[src/rtl/pipe_reg.sv]
// pipe_reg: DEPTH-stage valid/ready pipeline register with bubble collapse and synchronous flush.
// Define PIPE_REG_OCC_EN to add the registered occupancy count output.
module pipe_reg #(
    parameter int unsigned WIDTH = 8,
    parameter int unsigned DEPTH = 2
) (
    input  logic             clk,
    input  logic             reset,
    input  logic             in_valid,
    input  logic [WIDTH-1:0] in_data,
    output logic             in_ready,
    output logic             out_valid,
    output logic [WIDTH-1:0] out_data,
    input  logic             out_ready,
    input  logic             flush
`ifdef PIPE_REG_OCC_EN
    ,
    output logic [$clog2(DEPTH+1)-1:0] occupancy
`endif
);

    logic [DEPTH-1:0] v;
    logic [DEPTH-1:0] v_nxt;
    logic [DEPTH-1:0] adv;
    logic [DEPTH-1:0] src_v;
    logic [WIDTH-1:0] d     [DEPTH];
    logic [WIDTH-1:0] d_nxt [DEPTH];
    logic [WIDTH-1:0] src_d [DEPTH];
    logic             xfer_in;
    logic             xfer_out;

    assign out_valid = v[DEPTH-1];
    assign out_data  = d[DEPTH-1];
    assign xfer_out  = out_valid & out_ready;
    assign in_ready  = adv[0] & ~flush & reset;
    assign xfer_in   = in_valid & in_ready;

    // A stage advances unless it and every stage downstream is full and the output stalls.
    for (genvar g = 0; g < int'(DEPTH); g++) begin : g_stage
        assign adv[g] = ~(&v[DEPTH-1:g]) | xfer_out;

        if (g == 0) begin : g_head
            assign src_v[g] = xfer_in;
            assign src_d[g] = in_data;
        end else begin : g_body
            assign src_v[g] = v[g-1];
            assign src_d[g] = d[g-1];
        end

        // Data only moves with a valid word so an emptied stage keeps its last value.
        assign v_nxt[g] = flush ? 1'b0 : (adv[g] ? src_v[g] : v[g]);
        assign d_nxt[g] = (adv[g] & src_v[g] & ~flush) ? src_d[g] : d[g];
    end

    always_ff @(posedge clk or negedge reset) begin
        if (!reset) begin
            v <= '0;
            d <= '{default: '0};
        end else begin
            v <= v_nxt;
            d <= d_nxt;
        end
    end

`ifdef PIPE_REG_OCC_EN
    localparam int unsigned OCC_W = $clog2(DEPTH + 1);

    logic [OCC_W-1:0] occ_q;

    // Running count of valid stages; flush wins over any concurrent transfer.
    always_ff @(posedge clk or negedge reset) begin
        if (!reset) begin
            occ_q <= '0;
        end else if (flush) begin
            occ_q <= '0;
        end else if (xfer_in && !xfer_out) begin
            occ_q <= occ_q + OCC_W'(1);
        end else if (!xfer_in && xfer_out) begin
            occ_q <= occ_q - OCC_W'(1);
        end
    end

    assign occupancy = occ_q;
`else
    // Occupancy tracking not built in this configuration.
`endif

endmodule

[config.mk]
export PLATFORM = sky130hd
export DESIGN_NAME = pipe_reg
export DESIGN_NICKNAME = d
export VERILOG_FILES = /design/src/rtl/pipe_reg.sv
export SDC_FILE = /design/constraint.sdc
export NUM_CORES = 1
export LEC_CHECK = 0
export BUFFER_PORTS_ARGS = -buffer_cell sky130_fd_sc_hd__buf_2
export CORE_UTILIZATION = 50
export DETAILED_ROUTE_END_ITERATION = 6
export MAX_ROUTING_LAYER = met4
export PLACE_DENSITY_LB_ADDON = 0.08
export SETUP_SLACK_MARGIN = 0.02
export SLEW_MARGIN = 30
export SYNTH_ARGS = -nofsm -noshare
export SYNTH_HDL_FRONTEND = slang
export SYNTH_SLANG_ARGS = --single-unit
export TNS_END_PERCENT = 30
[constraint.sdc]
create_clock -name clk -period 2.35 [get_ports clk]
set_input_delay 0.1175 -clock clk [delete_from_list [all_inputs] [get_ports clk]]
set_output_delay 0.1175 -clock clk [all_outputs]
set_load 0.02 [all_outputs]
Word level (Yosys, flattened, before mapping)
Cells that the tools add are included.
Operators by class
  bitwise logic cells: 13
  magnitude comparators: 0
  add/sub/neg operators: 0
  shift operators: 0
  equality and inequality tests: 0
  reduce and logical (&&, ||, !) cells: 3
  mux-type cells: 4
  multipliers: 0
  div/mod/pow operators: 0
Operators with widths (count)
  AND 1 bit: 8
  2-to-1 mux 1 bit: 4
  nonzero test 2 bit: 2
  inverter 1 bit: 3
  bitwise OR 1 bit: 2
  AND reduction 2 bit: 1
Word-level totals
  memories kept: 0
  latch bits: 0
  bits of input ports: 13
  register bits after elaboration: 18
  bits in writable memories: 0
  output and inout port bits: 10
  ROM bits: 0
  word-level logic and storage cells: 24

Longest topological paths before layout
Gate-level depths: netlist of run 1.
  depth in word-level cells: 8
  depth in mapped cells: 4
  gate-level depth less buffers: 3

Worst setup path before layout of run 1
OpenSTA, ideal clock, no wires.
  path kind: reg-to-reg
  start: reg v[1]
  end: reg d, in the netlist out_data[0]
  setup time: 125 ps
  cell stages (with the launch flop): 4
  data arrival time: 1327 ps
  slack: 898 ps
  path buffers: 0
  period minus slack after synthesis: 1452 ps
  cells stage by stage: dfrtp_1 -> nor2b_4 -> nor3b_4 -> mux2_2
Between the ends
  longest elaborated chain between the ends: 4
  elaborated cells between the ends (all ways): 5
  those cells by class: bitwise: 5
Ends and longest elaborated chain
  from (decl): RTL line 22  | logic [DEPTH-1:0] v;
  from (signal assigned): RTL line 60  | v <= v_nxt;
  AND 1 bit / inverter 1 bit (equally long branches): RTL line 34, 40
  bitwise OR 1 bit (*): RTL line 40  | assign adv[g] = ~(&v[DEPTH-1:g]) | xfer_out;
  AND 1 bit (*) (2 in series): RTL line 52  | assign d_nxt[g] = (adv[g] & src_v[g] & ~flush) ? src_d[g] : d[g];
  to (signal assigned): RTL line 61  | d <= d_nxt;
  to (decl): RTL line 26  | logic [WIDTH-1:0] d [DEPTH];
Every way passes the cells marked *; elsewhere a longest branch is shown, timed or not.
A chain may end at the register's enable or synchronous reset.

Worst setup path after layout of run 1
  start: reg v[0]
  end: reg d[11] (netlist bit)
Between the ends
  longest elaborated chain between the ends: 8
Ends and longest elaborated chain
  AND reduction 2 bit (*): RTL line 40
  inverter 1 bit (*): RTL line 40
  bitwise OR 1 bit (*): RTL line 40
  AND 1 bit (2 in series): RTL line 35  | assign in_ready = adv[0] & ~flush & reset;
  AND 1 bit: RTL line 36  | assign xfer_in = in_valid & in_ready;
  AND 1 bit (*) (2 in series): RTL line 52
Marked as above.

==> results of run 1 <==
-- worst min-delay path by stage --
| stage | depth (start not counted) | endpoint | slack [ns] |
|---|---|---|---|
| floorplan | 0 | d[10] | -0.18 |
| global placement | 2 | out_data[0] | 0.12 |
| detailed placement | 2 | out_data[3] | 0.13 |
| CTS | 2 | v[1] | 0.05 |
| global route | 2 | d[15] | 0.04 |
| finish | 2 | d[12] | 0.06 |
-- report_power, final --
group          switching (mW)  internal (mW)  leakage (nW)
Clock                  0.0924         0.0942        0.0210
Sequential             0.0369          0.385         0.219
Combinational           0.114          0.118         0.243
-- through the flow --
stage | cells | power [mW] | instance area, um2 | setup WS [ns]
3_5_place_dp | 81 | 0.661 | 885 | 0.814
3_3_place_gp | 81 | 0.656 | 885 | 0.851
2_1_floorplan | 51 | 0.648 | 818 | 0.898
6_report | 86 | 0.840 | 931 | 0.815
4_1_cts | 86 | 0.851 | 931 | 0.794
5_1_grt | 86 | 0.890 | 931 | 0.742
-- logic make-up (layout without fill, tap and decap cells) --
group	Yosys count	in the layout	synth area share
simple gates	7	7	0.0963
mux	16	16	0.257
buf+inv	9	28	0.0872
compound gates	1	1	0.00918
flops	18	18	0.550
-- worst max-delay path: stages, from the launching register on --
cell,delay (ns)
dfrtp_1,0.43
nand3b_4,0.10
and4b_1,0.55
mux2_4,0.34
-- cell type report --
class,instances,area [um2],share of cell area
multi-input cells,24,297,0.319
well taps,16,20.0,0.0215
flip-flops and latches,18,450,0.484
clock buffers,4,36.3,0.0390
repair buffers,24,128,0.137
-- layout by cell type, fill, tap and decap left out --
master and instances:
dfrtp_1 18, dlygate4sd3_1 1, o21bai_1 1, nand3b_4 1, clkbuf_8 1, mux2_4 8, and4b_1 1, nor2b_4 1
clkbuf_4 3, buf_4 1, buf_2 22, and3b_1 1, nor2_1 2, mux2_2 8, nor3b_4 1
-- per-layer routing --
| layer | part of all wire | GRT usage | vias to the layer above |
|---|---|---|---|
| met2 | 0.48 | 0.265 | 15 |
| met5 | 0 | - | - |
| li1 | - | - | 208 |
| met3 | 0.044 | 0.0388 | 0 |
| met1 | 0.48 | 0.218 | 209 |
| met4 | 0 | 0.0375 | 0 |
-- sequential cells by signal (all words and copies together) (netlist names) --
name and cells:
d 8, out_data 8, v 2
-- repair_timing --
action	in CTS	in global routing
endpoints found under the hold margin	18	0
resized for setup	0	0
hold buffers	1	0
==> flow_summary_export.csv, run 1 <==
group,metric,value,unit
yosys,synth_commonest_cells,"dfrtp_1 (18), buf_4 (8), mux2_2 (8), mux2_4 (8), nor2_1 (2)",
final_layout,num-nets-final,84,
final_layout,drive_gt1_frac,0.657,
place,dp_hpwl,889,um
sta,setup_violations,0,
setup_path,cp.required,2.53,ns
clock_network,clockBufferDepth,2,
setup_path,r2r-end,"d[11]",
power_and_ir_drop,p_per_area,902,nW/um2
hold_path,min_from,"in_data[4]",
setup_path,crit_path_start,"v[0]",
sta,tns,0,ns
drt,routed_wl,1220,um
yosys,synth_ff_type,"dfrtp_1",
yosys,yosys.area.top_type_share,0.550,
drt,ant_nets,0,
sta,worstMarginPinSlew,0.542,ns
yosys,synth_seq_area_share,0.550,
sta,rsz0062_at_grt,"false",
die,core_area,1520,um2
job,drv_cap,0,
final_layout,syn_to_final_growth,13.8,%
final_layout,n_fill_cell,127,
yosys,yosysWarnings,0,
die,dieArea,1800,um2
sta,finalCritPeriodShare,0.653,
setup_path,r2r_slack,0.81,ns
setup_path,crit_path_end,"d[11]",
setup_path,reg2reg_from,"v[0]",
sta,clock_skew,0.00268,ns
sta,whs,0.0567,ns
power_and_ir_drop,vdd_drop_max,429,uV
place,port-buffer-count,22,
clock_network,numCtsBuffers,3,
sta,fmax,651,MHz
power_and_ir_drop,p_leak,0.483,nW
status,status,"finished clean",
die,start_util,0.537,
global_routing,grt_pass1_vias,463,
setup_path,crit_path_start_kind,"register",
yosys,synth.most_common_cell,"dfrtp_1",
drt,vias,432,
drt,initialDrtViolationCount,4,
setup_path,endpoint_kind,"register",
global_routing,antenna_found_initial,0,
yosys,synthCells,51,
yosys,syn-cell-area,818,um2
drt,wl_per_cell,14.2,um
clock_network,path_clk_slew,0.10,ns
sta,min_period,1.54,ns
final_layout,diodes,0,
global_routing,overflow,0,
clock_network,clockRootBuffer,"clkbuf_4",
clock_network,clk_latency,0.28,ns
yosys,avgSynthCellArea,16.0,um2
die,rows,14,
yosys,synth.largest_area_cell,"dfrtp_1",
sta,slew_violations,0,
yosys,ys_ff_latch,18,
die,die_x,42.5,um
sta,finalHoldViolations,0,
sta,max_slew_margin,0.638,
place,gp_congestion,0.650,
yosys,synthArstFlopShare,1.00,
global_routing,grt_pass1_wl,2170,um
yosys,synthTopCellsByArea,"dfrtp_1 (55%), mux2_4 (15%), mux2_2 (11%), buf_4 (7.3%), nand3b_4 (2.4%)",
yosys,synth-edff-count,0,
drt,firstDrtPassIters,2,
drt,drc,0,
setup_path,cp.arrival,1.71,ns
global_routing,grt_usage,0.167,
hold_path,hold_path_class,"in2reg",
clock_network,htreeDepth,1,
setup_path,r2r_cells,3,
die,dieHeight,42.5,um
setup_path,cp_max_fo,9,
drt,drt-vias-per-instance,5.02,
yosys,syn_nets,64,
setup_path,critPathKind,"reg2reg",
clock_network,cts_tree,"done",
clock_network,post_cts_buffers,0,
global_routing,grt_max_degree,20,
clock_network,cts_sinks,18,
final_layout,utilization,0.611,
die,num_io_pins,23,
yosys,synth.distinct_cells,12,
Note: power is estimated with default switching activity, not from simulation.
==> inputs of run 2 (changes only) <==
ABC_AREA = 1   (was default)
CORE_UTILIZATION = 49   (was 50)
clock period = 1.5 ns   (was 2.35 ns; I/O delays follow)
==> run 2 against run 1 <==
Net effect:
- register-to-register slack lost 0.42 ns
- sequential share of layout area shrank 0.51 points
- combinational power grew 12%
- clock-buffer cell count is the same
- worst setup slack lost 0.66 ns
- first-iteration DRC count grew to 3.3 times the previous value
- synthesized cell count grew 75%
- sequential cell count is the same
- largest cell class unchanged
==> flow_summary_export.csv, run 2 <==
group,metric,value,unit
sta,finalHoldViolations,0,
clock_network,htreeDepth,1,
sta,clock_skew,0.00677,ns
die,core_area,1520,um2
die,dieHeight,42.8,um
setup_path,cp.required,1.42,ns
setup_path,critPathKind,"in2out",
drt,initialDrtViolationCount,13,
setup_path,cp_max_fo,10,
yosys,synth_top_family_by_area,"simple AND/OR/NAND/NOR gates",
final_layout,final_common_cell,"nand2_1",
setup_path,crit_buf_inv,5,
drt,firstDrtPassIters,4,
sta,rsz0062_at_grt,"false",
final_layout,regArea,450,um2
sta,fmax,741,MHz
die,dieArea,1830,um2
drt,ant_nets,0,
setup_path,crit_path_end,"in_ready",
setup_path,path_delay_family,"buffers and inverters",
yosys,synth_mux_area_frac,0,
yosys,synth_seq_area_share,0.553,
yosys,synth.largest_area_cell,"dfrtp_1",
job,drv_cap,0,
setup_path,r2r_cells,5,
yosys,synth_xor_xnor_area_share,0,
setup_path,cp.arrival,1.27,ns
hold_path,hold_path_class,"in2reg",
clock_network,cts_sinks,18,
final_layout,syn_to_final_growth,15.5,%
sta,worstMarginPinSlew,0.258,ns
setup_path,crit_path_start_kind,"input pin",
clock_network,cts_tree,"done",
global_routing,antenna_found_initial,0,
yosys,avgSynthCellArea,9.15,um2
clock_network,clockBufferDepth,2,
final_layout,num-nets-final,122,
clock_network,numCtsBuffers,3,
yosys,synth_compound_gate_area_share,0.0123,
drt,wl_per_cell,12.0,um
setup_path,endpoint_kind,"output pin",
die,die_x,42.8,um
sta,setup_violations,0,
yosys,synthTopCellsByArea,"dfrtp_1 (55%), nand2_1 (16%), buf_4 (7.4%), nand4_1 (6.1%), nand3_1 (5.5%)",
setup_path,worstSetupPathDepth,7,
final_layout,multi_input_area,284,um2
sta,tns,0,ns
yosys,ys_ff_latch,18,
global_routing,grt_usage,0.196,
status,status,"finished clean",
yosys,syn-cell-area,815,um2
yosys,syn_nets,102,
yosys,synthCells,89,
setup_path,max_stage_delay,0.52,ns
sta,finalCritPeriodShare,0.899,
setup_path,r2r-end,"out_data[2]",
setup_path,crit_path_start,"reset",
yosys,synth.distinct_cells,13,
yosys,yosysWarnings,0,
yosys,synth_ff_type,"dfrtp_1",
place,dp_hpwl,1060,um
die,num_io_pins,23,
drt,vias,627,
drt,drc,0,
setup_path,cpMaxStageDelayCell,"dlygate4sd3_1",
setup_path,r2r_slack,0.39,ns
final_layout,n_fill_cell,138,
yosys,yosys.area.top_type_share,0.553,
drt,routed_wl,1490,um
global_routing,grt_pass1_wl,2520,um
global_routing,grt_pass1_vias,545,
die,start_util,0.534,
setup_path,reg2reg_from,"v[0]",
yosys,synth-edff-count,0,
yosys,synth.most_common_cell,"nand2_1",
sta,slew_violations,0,
sta,whs,0.0222,ns
yosys,synthArstFlopShare,1.00,
power_and_ir_drop,vdd_drop_max,678,uV
global_routing,grt_max_degree,19,
global_routing,overflow,0,
setup_path,crit_chain,"dlygate4sd3_1 -> buf_2 -> inv_1 -> nor2_4 -> nand2_1 -> inv_1 -> buf_2",
power_and_ir_drop,p_per_area,1250,nW/um2
final_layout,drive_gt1_frac,0.306,
clock_network,clockRootBuffer,"clkbuf_4",
sta,min_period,1.35,ns
yosys,synthSimpleGateAreaFrac,0.330,
yosys,synth_commonest_cells,"nand2_1 (34), dfrtp_1 (18), nand3_1 (9), buf_4 (8), nand4_1 (8)",
power_and_ir_drop,p_total,1.18,mW
drt,drt-vias-per-instance,5.06,
yosys,synth_fa_ha_area_frac,0,
clock_network,post_cts_buffers,0,
power_and_ir_drop,p_leak,0.529,nW
place,gp_congestion,0.810,
clock_network,clk_latency,0.30,ns
sta,max_slew_margin,0.828,
final_layout,diodes,0,
clock_network,path_clk_slew,0.10,ns
place,port-buffer-count,22,
die,rows,14,
final_layout,most-common-layout-cells,"nand2_1 (34), buf_2 (22), dfrtp_1 (18)",
==> run 2: cell count changes in the layout (fill, tap and decap cells not counted), sizes merged, moves of 4 or more <==
cell	delta
inv	+4
mux2	-16
nand2	+35
nand3	+10
nand4	+8
==> run 2: cell families after synthesis <==
group                  Yosys count
flip-flops                      18
AO/OA/AOI/OAI                    2
buffers and inverters           14
AND/OR/NAND/NOR                 55
==> run 2: worst min-delay path by stage <==
stage / from / slack (ns) / endpoint / cells after the start
after global placement: reset / 0.05 / out_data[6] / 2
final: flush / 0.02 / v[1] / 2
after global routing: flush / 0.02 / v[1] / 2
after detailed placement: reset / 0.06 / out_data[6] / 2
after floorplan: reset / -0.22 / d[10] / 0
after CTS: flush / 0.02 / v[1] / 2
==> run 2: cell type report <==
class	count	share of cell area
Sequential cell	18	0.479
Timing Repair Buffer	25	0.144
Tap cell	16	0.0213
Multi-Input combinational cell	57	0.302
Clock buffer	4	0.0386
Inverter	4	0.0160
==> run 2: power by group <==
group | switching (mW) | total, mW | leakage (nW) | internal (mW)
clock | 0.148 | 0.296 | 0.0210 | 0.148
sequential | 0.0462 | 0.620 | 0.230 | 0.574
combinational | 0.167 | 0.260 | 0.278 | 0.0927
==> run 2: routing by layer <==
| metal | part of all wire | GRT usage | vias to the layer above |
|---|---|---|---|
| li1 | - | - | 323 |
| met1 | 0.50 | 0.297 | 280 |
| met2 | 0.44 | 0.252 | 19 |
| met3 | 0.043 | 0.0383 | 5 |
| met4 | 0.018 | 0.0938 | 0 |
| met5 | 0 | - | - |
==> run 2: metrics by stage <==
step	cell area (um2)	std cells	utilization	setup WS, ns
final	941	124	0.617	0.151
after global routing	941	124	0.617	0.0903
after CTS	936	124	0.614	0.0889
after detailed placement	890	119	0.584	0.330
after global placement	890	119	0.584	0.376
after floorplan	815	89	-	0.419
==> run 2: what timing repair did <==
item                                   4_1_cts  5_1_grt
setup endpoints to repair                    0        1
gates resized for setup                      0        1
endpoints found under the hold margin       18        0
hold buffers                                 1        0
==> run 2: worst reg2reg max path, cell delays in order, from the launching register on <==
cell	delay (ns)
dfrtp_1	0.37
inv_1	0.08
nor2_4	0.22
nand2_2	0.17
nand2_1	0.10
nand2_1	0.05
